`src/rtl/fetch_unit.sv`:
```
// Instruction fetch stage: owns the PC, reads one word per request/ack handshake
// and holds it on `instruction` until the datapath retires it.
module fetch_unit #(
   parameter int                ADDR_W   = 32,
   parameter logic [ADDR_W-1:0] RESET_PC = '0
) (
   input  logic              clk,
   input  logic              reset,
   output logic              imem_req,
   output logic [ADDR_W-1:0] imem_addr,
   input  logic              imem_ack,
   input  logic [31:0]       imem_rdata,
   output logic [31:0]       instruction,
   output logic              instr_valid,
   input  logic              retire,
   input  logic              is_jump,
   input  logic              is_branch,
   input  logic              branch_taken,
   input  logic [25:0]       addr26,
   input  logic [15:0]       imm16,
   output logic [ADDR_W-1:0] pc,
   output logic [ADDR_W-1:0] pc_plus4,
   output logic [31:0]       retired_count
);

   localparam logic [1:0] IDLE  = 2'd0;
   localparam logic [1:0] FETCH = 2'd1;
   localparam logic [1:0] HOLD  = 2'd2;

   logic [1:0]        state;
   logic [ADDR_W-1:0] next_pc;
   logic [ADDR_W-1:0] branch_off;
   logic [ADDR_W-1:0] jump_target;

   assign pc_plus4    = pc + ADDR_W'(4);
   assign imem_addr   = pc;
   assign imem_req    = (state == FETCH);
   assign branch_off  = {{(ADDR_W-18){imm16[15]}}, imm16, 2'b00};
   assign jump_target = {pc_plus4[ADDR_W-1:28], addr26, 2'b00};

   // Jump beats branch; branch_taken only matters for a branch.
   always_comb begin
      next_pc = pc_plus4;
      if (is_jump) begin
         next_pc = jump_target;
      end else if (is_branch && branch_taken) begin
         next_pc = pc_plus4 + branch_off;
      end
   end

   // Acks outside FETCH and retires outside HOLD fall through untouched.
   always_ff @(posedge clk) begin
      if (reset) begin
         state         <= IDLE;
         pc            <= RESET_PC;
         instruction   <= '0;
         instr_valid   <= 1'b0;
         retired_count <= '0;
      end else begin
         case (state)
            IDLE: begin
               state <= FETCH;
            end
            FETCH: begin
               if (imem_ack) begin
                  instruction <= imem_rdata;
                  instr_valid <= 1'b1;
                  state       <= HOLD;
               end
            end
            HOLD: begin
               if (retire) begin
                  pc            <= next_pc;
                  instruction   <= '0;
                  instr_valid   <= 1'b0;
                  retired_count <= retired_count + 32'd1;
                  state         <= FETCH;
               end
            end
            default: begin
               state <= IDLE;
            end
         endcase
      end
   end

endmodule
```
`config.mk`:
```
export PLATFORM = sky130hd
export DESIGN_NAME = fetch_unit
export DESIGN_NICKNAME = d
export VERILOG_FILES = /design/src/rtl/fetch_unit.sv
export SDC_FILE = /design/constraint.sdc
export NUM_CORES = 1
export LEC_CHECK = 0
export CORE_MARGIN = 2
export CORE_UTILIZATION = 40
export CTS_CLUSTER_SIZE = 28
export DETAILED_ROUTE_END_ITERATION = 12
export MAX_ROUTING_LAYER = met4
export PLACE_DENSITY = 0.7
export SYNTH_ARGS = -nofsm -noshare
export SYNTH_HDL_FRONTEND = slang
export SYNTH_SLANG_ARGS = --single-unit
```
`constraint.sdc`:
```
create_clock -name clk -period 3.81 [get_ports clk]
set_clock_uncertainty 0.05 [all_clocks]
set_input_delay 0.762 -clock clk [delete_from_list [all_inputs] [get_ports clk]]
set_output_delay 0.762 -clock clk [all_outputs]
set_load 0.01 [all_outputs]
```
== Yosys cells after proc, flatten, opt, wreduce, memory -nomap -nowiden ==
Index checks and enable logic that the tools add are counted.

* Add/subtract/negate cells: 3
* Eq/ne operators: 4
* Muxes and demuxes: 11
* Reduce and logical (&&, ||, !) cells: 6

{| class="wikitable"
|+ Operators with widths
! operator !! count
|-
| 32-bit 2-to-1 mux || 4
|-
| 32-bit case mux with 2 select lines || 1
|-
| 32-bit by 1-bit adder with 32-bit output (second input constant) || 1
|-
| 32-bit by 3-bit adder with 32-bit output (second input constant) || 1
|-
| 32-bit adder || 1
|-
| 2-bit case mux with 3 select lines || 1
|-
| 2-bit 2-to-1 mux || 2
|-
| 2-bit AND reduction || 2
|-
| 3-bit AND reduction || 1
|-
| 2-bit by 1-bit == test with 1-bit output (second input constant) || 1
|-
| 2-bit == test (second input constant) || 1
|-
| 2-bit logical NOT || 1
|-
| 1-bit 2-to-1 mux || 2
|-
| 2-bit by 1-bit != test with 1-bit output (second input constant) || 1
|-
| 2-bit != test (second input constant) || 1
|-
| 1-bit case mux with 2 select lines || 1
|-
| 2-bit nonzero test || 1
|-
| 1-bit logical AND || 1
|}

* Flip-flop bits (word level): 99
* Output and inout bits: 162

== Logic depth before layout (Yosys ltp) ==
Gate-level depths: netlist (run 1).

* Word-level depth: 4
* Mapped depth: 16

== Least setup slack after synthesis (run 1) ==
OpenSTA, ideal clock, no wires.

* Kind: reg-to-reg
* From: reg pc[2] (netlist: imem_addr[2])
* To: reg pc[31] (netlist: imem_addr[31])
* Arrival time: 3.526 ns
* Required time: 3.643 ns
* Setup slack: 0.116 ns
* Cell stages (with the launch flop): 17
* Path buffers: 1
* Cells stage by stage: dfxtp_1 > ha_1 > nand4_1 > nor3_2 > nand4_1 > nor2_1 > xor2_1 > ha_1 > clkbuf_1 > a21o_1 > or3_1 > o221ai_1 > o2111ai_1 > o2bb2ai_1 > nand4_1 > xnor2_1 > nor2_1

* Cells in the longest elaborated chain, start to end: 4

{| class="wikitable"
|+ RTL lines
! element !! RTL line !! source
|-
| start, declared || 21 || <nowiki>output logic [ADDR_W-1:0] pc,</nowiki>
|-
| start signal, assigned || 73 || <nowiki>pc <= next_pc;</nowiki>
|-
| 32-bit by 3-bit adder with 32-bit output || 35 || <nowiki>assign pc_plus4 = pc + ADDR_W'(4);</nowiki>
|-
| net pc_plus4[28] || 22 || <nowiki>output logic [ADDR_W-1:0] pc_plus4,</nowiki>
|-
| 32-bit adder || 47 || <nowiki>next_pc = pc_plus4 + branch_off;</nowiki>
|-
| 32-bit 2-to-1 mux || 46 || <nowiki>end else if (is_branch && branch_taken) begin</nowiki>
|-
| 32-bit 2-to-1 mux || 44 || <nowiki>if (is_jump) begin</nowiki>
|}

The timed path passes the listed nets, and every way through them passes these cells.
A chain may end at the register's enable or synchronous reset.

== Worst setup path after layout (run 1) ==
* From: reg pc[2] (netlist: imem_addr[2])
* To: out pc_plus4[31]

* Cells in the longest elaborated chain, start to end: 1

{| class="wikitable"
|+ RTL lines
! element !! RTL line
|-
| 32-bit by 3-bit adder with 32-bit output || 35
|-
| end, declared || 22
|}

No other way between the ends.

==> metrics.md, run 1 <==
| Metric | Value |
|---|---|
| Vias in the first global route | 7139 |
| Die H | 135 um |
| Layout fillers | 1598 |
| Worst Hold Endpoint | instruction[11] |
| Crit path cell chain | buf_4 > nand2_1 > or4_4 > nor4_4 > xor2_1 > clkdlybuf4s50_1 |
| Maxcap violations | 0 |
| Total Wirelength | 23.8 mm |
| Total global-route track usage | 26.0% |
| Number of hold violations in the final report | 0 |
| P&R area growth vs syn | 44.1% |
| Fin nets | 1263 |
| Routed WL per cell | 17.5 um |
| Multi-input logic area | 4490 sq um |
| Worst-Margin Slew | 972 ps |
| Die width | 135 um |
| Reg-to-reg startpoint | imem_addr[3] |
| Crit path kind | flip-flop to output pin |
| Slew Viols, Final | 0 |
| Seq cells post-synth | 97 |
| Router iterations before antenna repair | 5 |
| RePlAce Congestion | 0.974 |
| CTS Buf Count | 9 |
| Post-DR vias/cell | 5.52 |
| Leakage | 0.00383 uW |
| CP delay by family, top | simple AND/OR/NAND/NOR gates |
| Top-level I/O count | 243 |
| GR peak layer | met2 |
| Residual DRC | 0 |
| Commonest non-fill, non-tap cell in the layout | clkdlybuf4s50_1 |
| Starting Density | 41.2% |
| Postcts setup bufs | 0 |
| Crit path arrival time | 2840 ps |
| Post-layout minimum cycle time | 3650 ps |
| Half-perimeter wire length after placement | 18.1 mm |
| Placed cells | 1350 |
| Fraction of met1 tracks used by global routing | 32.0% |
| Peak supply drop | 0.000301 V |
| Sequential cell area fraction in the yosys report | 28.2% |
| CP bufs+invs | 2 |
| Largest net degree at the start of global routing | 89 |
| Grt met3 use | 4.05% |
| Clock root buffer | clkbuf_16 |
| Finished Layout Cells | 1366 |
| Final setup TNS | 0 ps |
| Worst-path fanout max | 8 |
| Final number of setup-violating endpoints | 0 |
| Status | complete, no violations |
| Initial antenna violation count | 0 |
| Peak Freq | 0.274 GHz |
| First-pass GRT wire length | 36.3 mm |
| Iteration-0 DRC count of the detailed router | 434 |
| Synth Warn # | 0 |
| CP startpoint kind | flip-flop |
| Slowest cell on crit path | or4_4 |
| H-tree Lvls | 3 |
| I/O Buffers | 236 |
| FF+latch area | 1940 sq um |
| Most frequent cells in the layout | clkdlybuf4s50_1 (234), nor2_1 (112), a21oi_1 (98) |
| Post-synth EDFFs | 0 |
| Core area | 16700 sq um |
| GRT overflow | 0 |
| CTS tree | built |
| Routed Antenna Nets | 0 |
| Sink Count | 97 |
| Post-route cell area | 9910 sq um |
| Worst R2R Setup Slack | 210 ps |
| N_diodes | 0 |
| Synth cell types | 69 |
| Relative slew slack | 35.2% |
| Mapped Cells | 912 |
| Mapped cell area | 6880 sq um |
| GRT met2 Usage | 43.3% |
| Reg-to-reg endpoint | imem_addr[29] |
| Placed Area | 9530 sq um |
| Total number of vias | 7543 |
| Period Utilization, post-route | 95.9% |
| Worst hold slack | 441 ps |
| CTS max path bufs | 2 |
| Slowest cell delay on critical path | 610 ps |
| Worst Hold Launch | instruction[11] |
| Avg Cell Area, Syn | 7.54 sq um |
| Skew-Pair Late Insertion Delay | 350 ps |
| Layout cells sized above 1 | 8.46% |
| Design Power | 2820 uW |
| Crit end category | output pin |
| Die ar. | 18300 sq um |
| Row count | 47 |
| Tightest Hold Check Type | flip-flop to flip-flop |
| Power per cell area | 284 nW/um^2 |
| Worst-path clk slew | 70 ps |
| Top FF cell, synth | dfxtp_1 |
| FFs w/ async S/R, synth | 0% |
| Hold Path Depth | 2 |
| RSZ-0062 raised after global routing | true |
| Reg2Reg Depth | 14 |
| CP required | 3000 ps |
==> state kept, by name, summed over array words and instances, names as in the netlist <==
name,cells
instruction,32
imem_addr,30
retired_count,32
instr_valid,1
state,2
==> how the worst max path moves through the flow <==
| stage | slack [ps] | start | depth (start not counted) | to |
|---|---|---|---|---|
| floorplan | 120 | imem_addr[2] | 16 | imem_addr[31] |
| global placement | 130 | imm16[0] | 11 | imem_addr[30] |
| global route | -130 | imem_addr[3] | 14 | imem_addr[23] |
| detailed placement | 70 | imm16[0] | 11 | imem_addr[30] |
| finish | 160 | imem_addr[2] | 6 | pc_plus4[31] |
| CTS | 100 | imem_addr[3] | 9 | pc_plus4[30] |
==> report_power, final <==
part	internal (uW)	switching [uW]
Clock	531	452
Sequential	1070	34.1
Combinational	357	372
Total	1960	859
==> worst min-delay path: stages (launching register included) <==
cell and delay [ps]:
dfxtp_1 330, a21oi_1 60, nor2_1 70
==> cells in the mapped netlist, drive strengths merged (13+ instances only) <==
library cell | instances | area [sq um]
buf | 43 | 305
inv | 18 | 67.6
or3 | 17 | 106
nand3 | 33 | 170
nand4 | 20 | 125
xnor2 | 37 | 324
ha | 40 | 500
clkbuf | 38 | 143
nand2 | 91 | 342
xor2 | 32 | 280
o21ai | 40 | 200
a21o | 13 | 97.6
dfxtp | 97 | 1940
nor3 | 21 | 110
nor3b | 32 | 240
a21oi | 98 | 490
nor2 | 115 | 432
==> cell families after synthesis <==
kind of cell | after synthesis | share of synthesized area [%]
other cells | 1 | 0.0545
fa+ha+maj | 41 | 7.57
compound gates | 228 | 20.5
flops | 97 | 28.2
mux | 5 | 0.728
buf+inv | 100 | 7.55
simple gates | 371 | 26.6
xor+xnor | 69 | 8.79
==> layout make-up <==
cell class	instances	area share, %
Clock buffer	9	2.27
Clock inverter	7	0.959
Inverter	19	0.720
Multi-Input combinational cell	720	45.3
Sequential cell	97	19.6
Tap cell	220	2.78
Timing Repair Buffer	294	28.3
==> layer usage <==
metal / wire, um / vias to the layer above / part of all wire (%)
met5: 0 / - / 0
met4: 631 / 0 / 2.6
met3: 1950 / 41 / 8.2
met2: 10900 / 345 / 46
met1: 10400 / 3480 / 44
li1: - / 3677 / -
==> what timing repair did <==
item,4_1_cts,5_1_grt
setup endpoints to repair,0,6
hold buffers,0,0
endpoints found under the hold margin,0,0
resized for setup,0,12
==> stage by stage <==
stage | utilization (%) | setup slack, ps
final | 59.3 | 156
after floorplan | - | 116
after global routing | 59.3 | -127
after detailed placement | 57.1 | 72.9
after CTS | 59.0 | 100
after global placement | 57.1 | 134
Power figures use the tool's default switching activity.
==> run 2, diff against run 1 <==
Settings changed: SLEW_MARGIN from default to 15.
==> results of run 2 <==
No change in the layout: final DEF, timing and power equal those of run 1.
==> run 3, diff against run 2 <==
Settings changed: RECOVER_POWER from default to 100.
==> run 3 against run 2 <==
  * Worst hold slack stayed put
  * Wire length hardly changed
  * Power hardly changed
  * Setup slack hardly changed
  * Global-route usage stayed put
  * Count of clock-buffer cells in the layout stayed put
  * First-iteration DRC count stayed put
  * Register-to-register slack hardly changed
  * Clock power hardly changed
  * Critical path type unchanged
  * Largest cell class unchanged
  * Largest power group unchanged
  * Highest routed layer unchanged
==> metrics.md, run 3 (synthesis results as in run 1) <==
| Metric | Value |
|---|---|
| Final setup margin | 156 ps |
| Initial antenna violation count | 0 |
| Most frequent cells in the layout | clkdlybuf4s50_1 (233), nor2_1 (112), a21oi_1 (98) |
| Met1 WL | 10.4 mm |
| Worst hold slack | 441 ps |
| RePlAce Congestion | 0.974 |
| Reg2Reg Depth | 14 |
| Reg-to-reg endpoint | imem_addr[29] |
| Skew-Pair Late Insertion Delay | 350 ps |
| Worst-Margin Slew | 973 ps |
| Tightest Hold Check Type | flip-flop to flip-flop |
| Die H | 135 um |
| Total number of vias | 7544 |
| Post-route cell area | 9910 sq um |
| CTS Buf Count | 9 |
| CTS max path bufs | 2 |
| Total global-route track usage | 26.0% |
| Worst Hold Launch | instruction[11] |
| Layout cells sized above 1 | 8.46% |
| Hold Path Depth | 2 |
| Post-layout minimum cycle time | 3650 ps |
| Die width | 135 um |
| Met2 wire len | 10.9 mm |
| Top-level I/O count | 243 |
| Worst R2R Setup Slack | 210 ps |
| Crit path arrival time | 2840 ps |
| Commonest non-fill, non-tap cell in the layout | clkdlybuf4s50_1 |
| Peak supply drop | 0.000301 V |
| Worst-path fanout max | 8 |
| CTS tree | built |
| P&R area growth vs syn | 44.1% |
| Leakage | 0.00383 uW |
| Dpl ws | 72.9 ps |
| Router iterations before antenna repair | 5 |
| Placed Area | 9530 sq um |
| CP startpoint kind | flip-flop |
| Slew Viols, Final | 0 |
| Design Power | 2820 uW |
| Relative slew slack | 35.1% |
| I/O Buffers | 236 |
| Final number of setup-violating endpoints | 0 |
| CP required | 3000 ps |
| Postcts setup bufs | 0 |
| Iteration-0 DRC count of the detailed router | 434 |
| Largest net degree at the start of global routing | 89 |
| Starting Density | 41.2% |
| Row count | 47 |
| Crit end category | output pin |
| Sink Count | 97 |
| H-tree Lvls | 3 |
| Total Wirelength | 23.8 mm |
| Routed WL per cell | 17.5 um |
| Period Utilization, post-route | 95.9% |
| Vias in the first global route | 7139 |
| Worst-path clk slew | 70 ps |
| DR WL met3 | 1.95 mm |
| Crit path kind | flip-flop to output pin |
| Fin nets | 1263 |
| Reg-to-reg startpoint | imem_addr[3] |
| Peak Freq | 0.274 GHz |
| Clock root buffer | clkbuf_16 |
| Layout fillers | 1598 |
| Routed Antenna Nets | 0 |
| Die ar. | 18300 sq um |
| GRT overflow | 0 |
| RSZ-0062 raised after global routing | true |
| Status | complete, no violations |
| Highest Signal Layer | met4 |
| Core area | 16700 sq um |
| First-pass GRT wire length | 36.3 mm |
| Power per cell area | 284 nW/um^2 |
| Core utilization of the finished layout | 59.3% |
| Hold_buf cts | 0 |
| Half-perimeter wire length after placement | 18.1 mm |
| Maxcap violations | 0 |
| N_diodes | 0 |
| Post-DR vias/cell | 5.52 |
| Worst Hold Endpoint | instruction[11] |
| Residual DRC | 0 |
| Number of hold violations in the final report | 0 |
[run 3: changes by cell type in the layout (fill, tap and decap cells not counted)]
cell	delta
clkdlybuf4s50_1	-1
dlygate4sd3_1	+1
[run 3: repair_timing]
| item | in CTS | in global routing |
|---|---|---|
| resized for setup | 0 | 12 |
| setup endpoints to repair | 0 | 6 |
| endpoints found under the hold margin | 0 | 0 |
[run 3: area by class of cell]
class	instances	area [sq um]	share of cell area, %
Clock buffer	9	225	2.27
Inverter	19	71.3	0.720
Timing Repair Buffer	294	2810	28.3
Multi-Input combinational cell	720	4490	45.3
Tap cell	220	275	2.78
Clock inverter	7	95.1	0.959
Sequential cell	97	1940	19.6
[run 3: per-stage QoR]
stage          instances  TNS [ps]
3_5_place_dp        1350         0
4_1_cts             1366         0
2_1_floorplan        917         0
3_3_place_gp        1350         0
6_report            1366         0
5_1_grt             1366      -302
[run 3: metal layers]
| layer | up-vias | GRT usage [%] |
|---|---|---|
| met5 | - | - |
| met4 | 0 | 9.09 |
| met3 | 41 | 4.05 |
| met2 | 345 | 43.3 |
| met1 | 3481 | 32.0 |
| li1 | 3677 | - |
[run 3: critical path, stage by stage, from the launching register on]
cell and delay, ps:
dfxtp_1 340, buf_4 150, nand2_1 110, or4_4 610
nor4_4 550, xor2_1 180, clkdlybuf4s50_1 570
[run 3: worst max-delay path by stage]
stage            startpoint            end  slack, ps  cells after the start
5_1_grt        imem_addr[3]  imem_addr[23]       -130                     14
2_1_floorplan  imem_addr[2]  imem_addr[31]        120                     16
3_3_place_gp       imm16[0]  imem_addr[30]        130                     11
3_5_place_dp       imm16[0]  imem_addr[30]         70                     11
6_report       imem_addr[2]   pc_plus4[31]        160                      6
4_1_cts        imem_addr[3]   pc_plus4[30]        100                      9
[run 3: power by group]
part | internal (uW) | switching, uW
Sequential | 1070 | 34.1
Clock | 531 | 452
Combinational | 357 | 373
